--- src/rtl/hazard_stall_unit.sv ---
// Load-use / branch-flush / mul-div freeze sequencer for the ID/EX control path.
// Control outputs are combinational from state and inputs; only state, mdCnt and stallCount are registered.
module hazard_stall_unit #(
    parameter int MD_LATENCY  = 8,
    parameter int STALL_CNT_W = 16
) (
    input  logic                   clk,
    input  logic                   rst_n,
    input  logic [3:0]             idreg1,
    input  logic [3:0]             idreg2,
    input  logic                   idUse1,
    input  logic                   idUse2,
    input  logic [3:0]             exRegDest,
    input  logic [1:0]             exW,
    input  logic                   exMemRead,
    input  logic                   branchTaken,
    input  logic                   mdStart,
    input  logic                   stallClr,
    output logic                   pcWrite,
    output logic                   ifidWrite,
    output logic                   ifidFlush,
    output logic                   idexWrite,
    output logic                   idexBubble,
    output logic                   exmemBubble,
    output logic                   mdBusy,
    output logic                   mdDone,
    output logic [STALL_CNT_W-1:0] stallCount
);

    typedef enum logic {RUN, MD_BUSY} state_e;

    // The mdStart cycle is the first freeze cycle, so the countdown starts two short.
    localparam logic [7:0] MD_INIT = 8'(MD_LATENCY - 2);

    state_e                 state_q, state_d;
    logic [7:0]             md_cnt_q, md_cnt_d;
    logic [STALL_CNT_W-1:0] stall_cnt_q, stall_cnt_d;
    logic                   load_use;

    assign load_use = exMemRead && exW[0] &&
                      ((idUse1 && (idreg1 == exRegDest)) ||
                       (idUse2 && (idreg2 == exRegDest)));

    always_ff @(posedge clk or negedge rst_n) begin
        if (!rst_n) begin
            state_q     <= RUN;
            md_cnt_q    <= 8'd0;
            stall_cnt_q <= '0;
        end else begin
            state_q     <= state_d;
            md_cnt_q    <= md_cnt_d;
            stall_cnt_q <= stall_cnt_d;
        end
    end

    always_comb begin
        state_d  = state_q;
        md_cnt_d = md_cnt_q;
        case (state_q)
            RUN: begin
                if (!branchTaken && mdStart) begin
                    state_d  = MD_BUSY;
                    md_cnt_d = MD_INIT;
                end
            end
            default: begin
                if (md_cnt_q != 8'd0) begin
                    md_cnt_d = md_cnt_q - 8'd1;
                end else begin
                    state_d = RUN;
                end
            end
        endcase
    end

    always_comb begin
        pcWrite     = 1'b1;
        ifidWrite   = 1'b1;
        ifidFlush   = 1'b0;
        idexWrite   = 1'b1;
        idexBubble  = 1'b0;
        exmemBubble = 1'b0;
        mdBusy      = 1'b0;
        mdDone      = 1'b0;
        if (rst_n) begin
            case (state_q)
                RUN: begin
                    if (branchTaken) begin
                        ifidFlush  = 1'b1;
                        idexBubble = 1'b1;
                    end else if (mdStart) begin
                        pcWrite     = 1'b0;
                        ifidWrite   = 1'b0;
                        idexWrite   = 1'b0;
                        exmemBubble = 1'b1;
                        mdBusy      = 1'b1;
                    end else if (load_use) begin
                        pcWrite    = 1'b0;
                        ifidWrite  = 1'b0;
                        idexBubble = 1'b1;
                    end
                end
                default: begin
                    // Same mul/div still occupies EX: branch, start and load-use are ignored.
                    if (md_cnt_q != 8'd0) begin
                        pcWrite     = 1'b0;
                        ifidWrite   = 1'b0;
                        idexWrite   = 1'b0;
                        exmemBubble = 1'b1;
                        mdBusy      = 1'b1;
                    end else begin
                        mdDone = 1'b1;
                    end
                end
            endcase
        end
    end

    always_comb begin
        stall_cnt_d = stall_cnt_q;
        if (stallClr) begin
            stall_cnt_d = '0;
        end else if (!pcWrite && (stall_cnt_q != '1)) begin
            stall_cnt_d = stall_cnt_q + 1'b1;
        end
    end

    assign stallCount = stall_cnt_q;

endmodule

--- config.mk ---
export PLATFORM = sky130hd
export DESIGN_NAME = hazard_stall_unit
export DESIGN_NICKNAME = d
export VERILOG_FILES = /design/src/rtl/hazard_stall_unit.sv
export SDC_FILE = /design/constraint.sdc
export NUM_CORES = 1
export LEC_CHECK = 0
export BUFFER_PORTS_ARGS = -buffer_cell sky130_fd_sc_hd__clkbuf_2
export CAP_MARGIN = 20
export CORE_ASPECT_RATIO = 1.1
export CORE_MARGIN = 5
export CORE_UTILIZATION = 45
export CTS_BUF_LIST = sky130_fd_sc_hd__clkbuf_2
export CTS_CLUSTER_SIZE = 14
export DETAILED_ROUTE_END_ITERATION = 16
export HOLD_SLACK_MARGIN = 0.03
export PLACE_DENSITY = 0.69
export SLEW_MARGIN = 20
export SYNTH_ARGS = -nofsm -noshare
export SYNTH_HDL_FRONTEND = slang
export SYNTH_SLANG_ARGS = --single-unit
--- constraint.sdc ---
create_clock -name clk -period 5.5 [get_ports clk]
set_clock_uncertainty 0.1 [all_clocks]
set_input_delay 1.375 -clock clk [delete_from_list [all_inputs] [get_ports clk]]
set_output_delay 1.375 -clock clk [all_outputs]
set_load 0.01 [all_outputs]
; After elaboration in Yosys (flattened, before gate mapping)
; Cells that the tools add are included.
[totals]
reg_bits = 25
latch_bits = 0
mem_bits_rw = 0
mem_bits_ro = 0
output_inout_bits = 24
mem_count = 0
[classes]
n_addsub = 2
multipliers = 0
div = 0
magnitude_cmp = 0
eq_ne = 4
shift = 0
n_mux = 32
n_bitwise = 0
reduce_logical = 13
[ops]
columns = op, n
row1 = 2-to-1 mux 16 bit, 2
row2 = 2-to-1 mux 1 bit, 27
row3 = 2-to-1 mux 8 bit, 3
row4 = adder 16 x 1 -> 16 bit (second input constant), 1
row5 = inequality test 16 bit (second input constant), 1
row6 = equality test 4 bit, 2
row7 = nonzero test 8 bit, 1
row8 = subtractor 8 x 1 -> 8 bit (second input constant), 1
row9 = logical AND 1 bit, 6
row10 = nonzero test 2 bit, 2
row11 = logical NOT 1 bit, 2
row12 = inequality test 2 x 1 -> 1 bit (second input constant), 1
row13 = AND reduction 2 bit, 1
row14 = logical OR 1 bit, 1

; Logic depth before layout (Yosys ltp)
; Gate-level depths: netlist (run 1).
[depth]
ltp_word = 13
mapped_depth = 10
depth_no_buf = 10

; Least setup slack after synthesis (run 1)
; Ideal clock, no wire load.
[synth_timing]
path_type = input to output
start = input port idreg1[3]
end = output port idexBubble
t_arrival_ps = 2528
t_required_ps = 4025
setup_slack_ps = 1497
path_stages = 5
path_buffers = 0
path_cell_list = xor2_1 or4_4 a21oi_1 nor2_1 nor3_1
[synth_via]
elab_chain_len = 9
[synth_lines]
columns = element, line_no
row1 = start: declaration, 9  ; input logic [3:0] idreg1,
row2 = equality test 4 bit, 41  ; ((idUse1 && (idreg1 == exRegDest)) ||
row3 = logical AND 1 bit, 41
row4 = logical OR 1 bit, 41
row5 = logical AND 1 bit, 40  ; assign load_use = exMemRead && exW[0] &&
row6 = 2-to-1 mux 1 bit, 97  ; end else if (load_use) begin
row7 = 2-to-1 mux 1 bit, 91  ; end else if (mdStart) begin
row8 = 2-to-1 mux 1 bit, 88  ; if (branchTaken) begin
row9 = 2-to-1 mux 1 bit, 86  ; case (state_q)
row10 = 2-to-1 mux 1 bit, 85  ; if (rst_n) begin
row11 = end: declaration, 23  ; output logic idexBubble,
; Every way passes these cells.

; Worst setup path in the final report (run 1)
[layout_timing]
start = input port exRegDest[0]
end = output port idexBubble
[layout_via]
elab_chain_len = 9
word_cells_on_any_way = 11
[layout_lines]
columns = element, line_no
row1 = start: declaration, 13  ; input logic [3:0] exRegDest,
row2 = equality test 4 bit (on tied branches), "41, 42"
row3 = logical AND 1 bit (on tied branches), "41, 42"
row4 = logical OR 1 bit (*), 41
row5 = logical AND 1 bit (*), 40
row6 = 2-to-1 mux 1 bit (*), 97
row7 = 2-to-1 mux 1 bit (*), 91
row8 = 2-to-1 mux 1 bit (*), 88
row9 = 2-to-1 mux 1 bit (*), 86
row10 = 2-to-1 mux 1 bit (*), 85
; Every way passes the cells marked *; elsewhere a longest branch is shown, timed or not.

==> results of run 1 <==
## cell type report
type,instances,area [um^2]
fillers,312,1520
repair buffers,44,220
inverters,9,33.8
multi-input cells,125,837
clock buffers,4,20.0
well taps,36,45.0
flip-flops and latches,25,626
## final timing paths
| check | slack, ns | endpoint |
|---|---|---|
| worst max-delay path | 1.29 | idexBubble |
| min in group asynchronous | 0.95 | stallCount[14]$_DFFE_PN0P_ |
| max in group asynchronous | 3.91 | state_q$_DFF_PN0_ |
| worst max register to register | 2.62 | stallCount[1]$_DFFE_PN0P_ |
| worst min register to register | 0.43 | md_cnt_q[0]$_DFFE_PN0P_ |
| worst min-delay path | 0.43 | md_cnt_q[0]$_DFFE_PN0P_ |
## state kept, by name, indices dropped and copies added (netlist names)
signal,flops
stallCount,16
state_q,1
md_cnt_q,8
## power by group through the flow
stage	sequential (mW)	combinational, mW	clock (mW)
finish	0.259	0.189	0.0709
CTS	0.259	0.192	0.0740
global placement	0.259	0.183	0
floorplan	0.256	0.138	0
global route	0.266	0.216	0.0813
detailed placement	0.262	0.191	0
## worst max-delay path: stages
cell	delay [ns]
clkbuf_2	0.11
xor2_1	0.17
or4_4	0.57
a21oi_1	0.14
nor2_1	0.06
nor3_1	0.15
clkbuf_2	0.17
## per-stage QoR
stage,power (mW),hold slack (ns),std cells,util,worst slack [ns]
floorplan,0.394,0.373,163,-,1.50
global route,0.563,0.480,243,0.539,1.15
detailed placement,0.453,0.412,239,0.533,1.27
finish,0.519,0.431,243,0.539,1.29
global placement,0.442,0.390,239,0.533,1.35
CTS,0.525,0.437,243,0.539,1.27
## cells by family after synthesis
group	count (synthesis)	share of synthesized area
fa+ha+maj	3	0.0247
xor+xnor	15	0.0864
simple gates	72	0.271
buf+inv	13	0.0379
mux	2	0.0132
compound gates	33	0.156
flops	25	0.412
## metal layers
metal / part of all wire / routed length, um / up-vias / global-route usage
met5: 0 / 0 / - / 0
met4: 0.0064 / 22 / 0 / 0.0392
met3: 0.073 / 252 / 4 / 0.0333
met2: 0.47 / 1620 / 42 / 0.272
met1: 0.45 / 1550 / 660 / 0.189
li1: - / - / 672 / -
## layout by cell type (no fill, tap or decap), drive strengths merged
cell / instances
nor2: 14
o21ai: 10
o2111ai: 1
and3: 4
mux2i: 2
nand2: 12
nand3: 6
a221oi: 1
nor2b: 2
dfrtp: 25
nor3b: 1
o21ba: 2
clkbuf: 48
nor3: 5
nor4b: 2
a21oi: 12
and2: 1
nand4: 4
or3: 4
o21a: 2
o31ai: 4
ha: 3
xnor2: 5
or3b: 1
xor2: 10
or4: 9
or4b: 1
inv: 9
nand2b: 3
o41ai: 1
nand3b: 1
or2: 2
==> impl_metrics.py, run 1 <==
metrics = {
    "run_status": {
        "status": "complete, no violations",
    },
    "place": {
        "hpwl_um": 2620,
        "io_buffers": 44,
        "place_area_um2": 1760,
        "place_congestion": 0.758,
    },
    "critical_path": {
        "cp-start-kind": "input port",
        "worstPathMaxFanout": 3,
        "rr_startpoint": "md_cnt_q[0]$_DFFE_PN0P_",
        "required_ns": 4.03,
        "crit_path_end_kind": "primary output",
        "r2r_cells": 9,
        "crit_arrival_ns": 2.74,
        "crit_type": "in2out",
        "crit_path_start": "exRegDest[0]",
    },
    "logic_synthesis": {
        "synth.avg_cell_area_um2": 9.33,
        "yosysTopAreaCell": "dfrtp_1",
        "synth_edf_count": 0,
        "synth_cell_types": 37,
        "syn_nets": 188,
        "synth_area_leaders": "dfrtp_1, xor2_1, a21oi_1",
        "synth_most_common_cell": "dfrtp_1",
        "synthCells": 163,
        "synth-main-ff-cell": "dfrtp_1",
        "netlist_area_um2": 1520,
        "synthTopCellsByCount": "dfrtp_1, nor2_1, a21oi_1, nand2_1, xor2_1",
        "ys_seq_elements": 25,
        "ys_warn_count": 0,
        "seq_area_frac_synth": 0.412,
        "synth_top_cell_area_share": 0.412,
        "ys_async_sr_fraction": 1.00,
    },
    "floorplan": {
        "start_util": 0.460,
        "fp.dieArea_um2": 4640,
        "core_um2": 3300,
        "fp-row-count": 22,
        "die_x_um": 65.4,
        "die_h_um": 71.0,
        "pin_count": 46,
    },
    "clocking": {
        "cts_buffers": 3,
        "clk_latency_ns": 0.33,
        "cts_resized": 0,
        "cts.sinks": 25,
        "cts_tree": "done",
        "cts_max_level": 1,
        "clkTransAtPathRegs_ns": 0.21,
        "root_buffer": "clkbuf_2",
        "ctsHoldBuffers": 0,
        "postCtsSetupRepairBufs": 0,
        "cts_max_path_buffers": 2,
    },
    "finish": {
        "fin_area_um2": 1780,
        "diodes": 0,
        "final_layout_size_suffix_gt1_frac": 0.290,
        "synthToLayoutAreaGrowth_pct": 17.2,
        "nNetsFinal": 233,
    },
    "drt": {
        "num_vias": 1378,
        "drt-pass1-iter-count": 4,
        "via_per_inst": 5.67,
        "ant_nets": 0,
        "finalWirelength_um": 3440,
        "wire_per_inst_um": 14.2,
        "drtIter0Drc": 49,
        "remaining_drc_errors": 0,
    },
    "power_and_ir_drop": {
        "pwr-share-clk": 0.137,
        "intPower_mw": 0.320,
        "power_density_nw_per_um2": 291,
        "pwr-share-seq": 0.499,
        "p_comb_frac": 0.364,
        "ir_drop_v": 0.000178,
        "leakagePower_nw": 0.815,
        "power_switching_mw": 0.198,
        "p_sw_frac": 0.382,
    },
    "sta": {
        "setup_viol": 0,
        "fmax_mhz": 237,
        "worst_pin_slew_ns": 0.705,
        "rsz0062_at_grt": "no",
        "layout_min_cycle_time_ns": 4.21,
        "tns_ns": 0,
        "final-hold-violation-count": 0,
        "slew_headroom": 0.530,
        "maxSlewViolCount": 0,
        "finalCritPeriodShare": 0.766,
    },
    "global_routing": {
        "antenna_found_initial": 0,
        "gr-usage-all-layers": 0.154,
        "grt_pass1_vias": 1386,
        "grt_max_degree": 31,
        "grt_overflow": 0,
        "grt_pass1_wl_um": 5910,
    },
    "hold_path": {
        "worstHoldStart": "md_cnt_q[0]$_DFFE_PN0P_",
        "holdPathStages": 1,
        "hold_path.class": "reg2reg",
    },
    "job": {
        "maxCapViolCount": 0,
    },
}
Power figures use the tool's default switching activity.
==> run 2: changes to the inputs <==
==> constraint.sdc (replaced) <==
create_clock -name clk -period 4.25 [get_ports clk]
set_clock_uncertainty 0.1 [all_clocks]
set_input_delay 1.0625 -clock clk [delete_from_list [all_inputs] [get_ports clk]]
set_output_delay 1.0625 -clock clk [all_outputs]
set_load 0.01 [all_outputs]
==> impl_metrics.py, run 2 (synthesis results as in run 1) <==
metrics = {
    "clocking": {
        "cts_buffers": 3,
        "cts_tree": "done",
        "postCtsSetupRepairBufs": 0,
        "cts_max_path_buffers": 2,
        "clk_latency_ns": 0.34,
        "cts_resized": 0,
        "root_buffer": "clkbuf_2",
        "clkTransAtPathRegs_ns": 0.23,
        "ctsHoldBuffers": 0,
        "cts.sinks": 25,
        "cts_max_level": 1,
    },
    "floorplan": {
        "fp.dieArea_um2": 4640,
        "die_x_um": 65.4,
        "pin_count": 46,
        "core_um2": 3300,
        "fp-row-count": 22,
        "die_h_um": 71.0,
        "start_util": 0.460,
    },
    "sta": {
        "rsz0062_at_grt": "no",
        "maxSlewViolCount": 0,
        "slew_headroom": 0.558,
        "setup_viol": 0,
        "final-hold-violation-count": 0,
        "fmax_mhz": 272,
        "layout_setup_ws_ns": 0.580,
        "finalCritPeriodShare": 0.864,
        "worst_pin_slew_ns": 0.654,
        "tns_ns": 0,
        "layout_min_cycle_time_ns": 3.67,
    },
    "drt": {
        "via_per_inst": 5.70,
        "ant_nets": 0,
        "wire_per_inst_um": 14.1,
        "remaining_drc_errors": 0,
        "drtIter0Drc": 54,
        "drt-pass1-iter-count": 4,
        "num_vias": 1391,
        "finalWirelength_um": 3450,
    },
    "critical_path": {
        "slowest_delay_ns": 0.46,
        "cp-start-kind": "flop",
        "rr_startpoint": "md_cnt_q[0]$_DFFE_PN0P_",
        "required_ns": 3.09,
        "crit_top_cell": "inv_1",
        "worstPathMaxFanout": 6,
        "crit_chain": "inv_1 > ha_1 > or3b_2 > o21ai_1 > nand2b_1 > nand2_1 > inv_1 > nor2_1 > clkbuf_2",
        "cpMaxStageDelayCell": "dfrtp_1",
        "crit_path_end_kind": "primary output",
        "crit_type": "reg2out",
        "crit_arrival_ns": 2.51,
        "crit_path_start": "md_cnt_q[0]$_DFFE_PN0P_",
    },
    "finish": {
        "largest_reg_flops": 16,
        "diodes": 0,
        "final_core_util": 0.542,
        "stdcell_count": 244,
        "layout_common_cells": "clkbuf_2, dfrtp_1, nor2_1",
        "synthToLayoutAreaGrowth_pct": 17.7,
        "final_layout_size_suffix_gt1_frac": 0.293,
        "final.fill_count": 315,
        "layout_commonest_cell": "clkbuf_2",
        "nNetsFinal": 234,
        "regArea_um2": 626,
        "multi_input_area_um2": 837,
    },
    "power_and_ir_drop": {
        "leakagePower_nw": 0.820,
        "power_mw": 0.671,
        "ir_drop_v": 0.000175,
        "power_density_nw_per_um2": 375,
    },
    "run_status": {
        "status": "complete, no violations",
    },
    "hold_path": {
        "worstHoldStart": "md_cnt_q[0]$_DFFE_PN0P_",
        "hold_path.class": "reg2reg",
    },
    "global_routing": {
        "grt_pass1_vias": 1353,
        "grt_max_degree": 19,
        "gr-usage-all-layers": 0.157,
        "grt_pass1_wl_um": 5980,
        "grt_overflow": 0,
        "antenna_found_initial": 0,
    },
    "place": {
        "place_inst": 240,
        "place_congestion": 0.758,
        "pre_cts_ws_ns": 0.690,
        "io_buffers": 44,
        "hpwl_um": 2720,
    },
    "job": {
        "maxCapViolCount": 0,
    },
}
[run 2: layout make-up]
cell class	instances	share of cell area
Timing Repair Buffer	45	0.127
Clock buffer	3	0.00839
Tap cell	36	0.0252
Clock inverter	1	0.00280
Sequential cell	25	0.350
Multi-Input combinational cell	125	0.468
Inverter	9	0.0189
[run 2: report_power, final]
group          switching, mW  total (mW)  internal [mW]  leakage (nW)
Combinational          0.141       0.244          0.104         0.474
Clock                 0.0712      0.0925         0.0213        0.0164
Sequential            0.0475       0.334          0.287         0.330
[run 2: routing by layer]
metal  track usage  up-vias  share of wire
met5             0        -              0
met4        0.0461        0         0.0099
met3        0.0349        4          0.075
met2         0.269       48           0.49
met1         0.198      667           0.43
li1              -      672              -
[run 2: critical path: cells and delay by family, from the launching register on]
| family | cells | cell delay, ns |
|---|---|---|
| AO/OA/AOI/OAI | 1 | 0.23 |
| flip-flops | 1 | 0.46 |
| buffers and inverters | 3 | 0.35 |
| AND/OR/NAND/NOR | 4 | 0.98 |
| adder cells (fa/ha/maj) | 1 | 0.14 |
[run 2: final timing paths]
kind                       depth (start not counted)                   endpoint  slack [ns]
min in group asynchronous                          1    md_cnt_q[7]$_DFFE_PN0P_        0.49
max reg2reg                                        9  stallCount[8]$_DFFE_PN0P_        1.39
min                                                1    md_cnt_q[0]$_DFFE_PN0P_        0.43
max in group asynchronous                          2  stallCount[5]$_DFFE_PN0P_        3.02
min reg2reg                                        1    md_cnt_q[0]$_DFFE_PN0P_        0.43
max                                                9                    pcWrite        0.58
[run 2: per-stage QoR]
step	area (um^2)	hold slack (ns)
detailed placement	1770	0.412
global route	1790	0.463
global placement	1770	0.391
floorplan	1520	0.373
CTS	1790	0.440
finish	1790	0.428
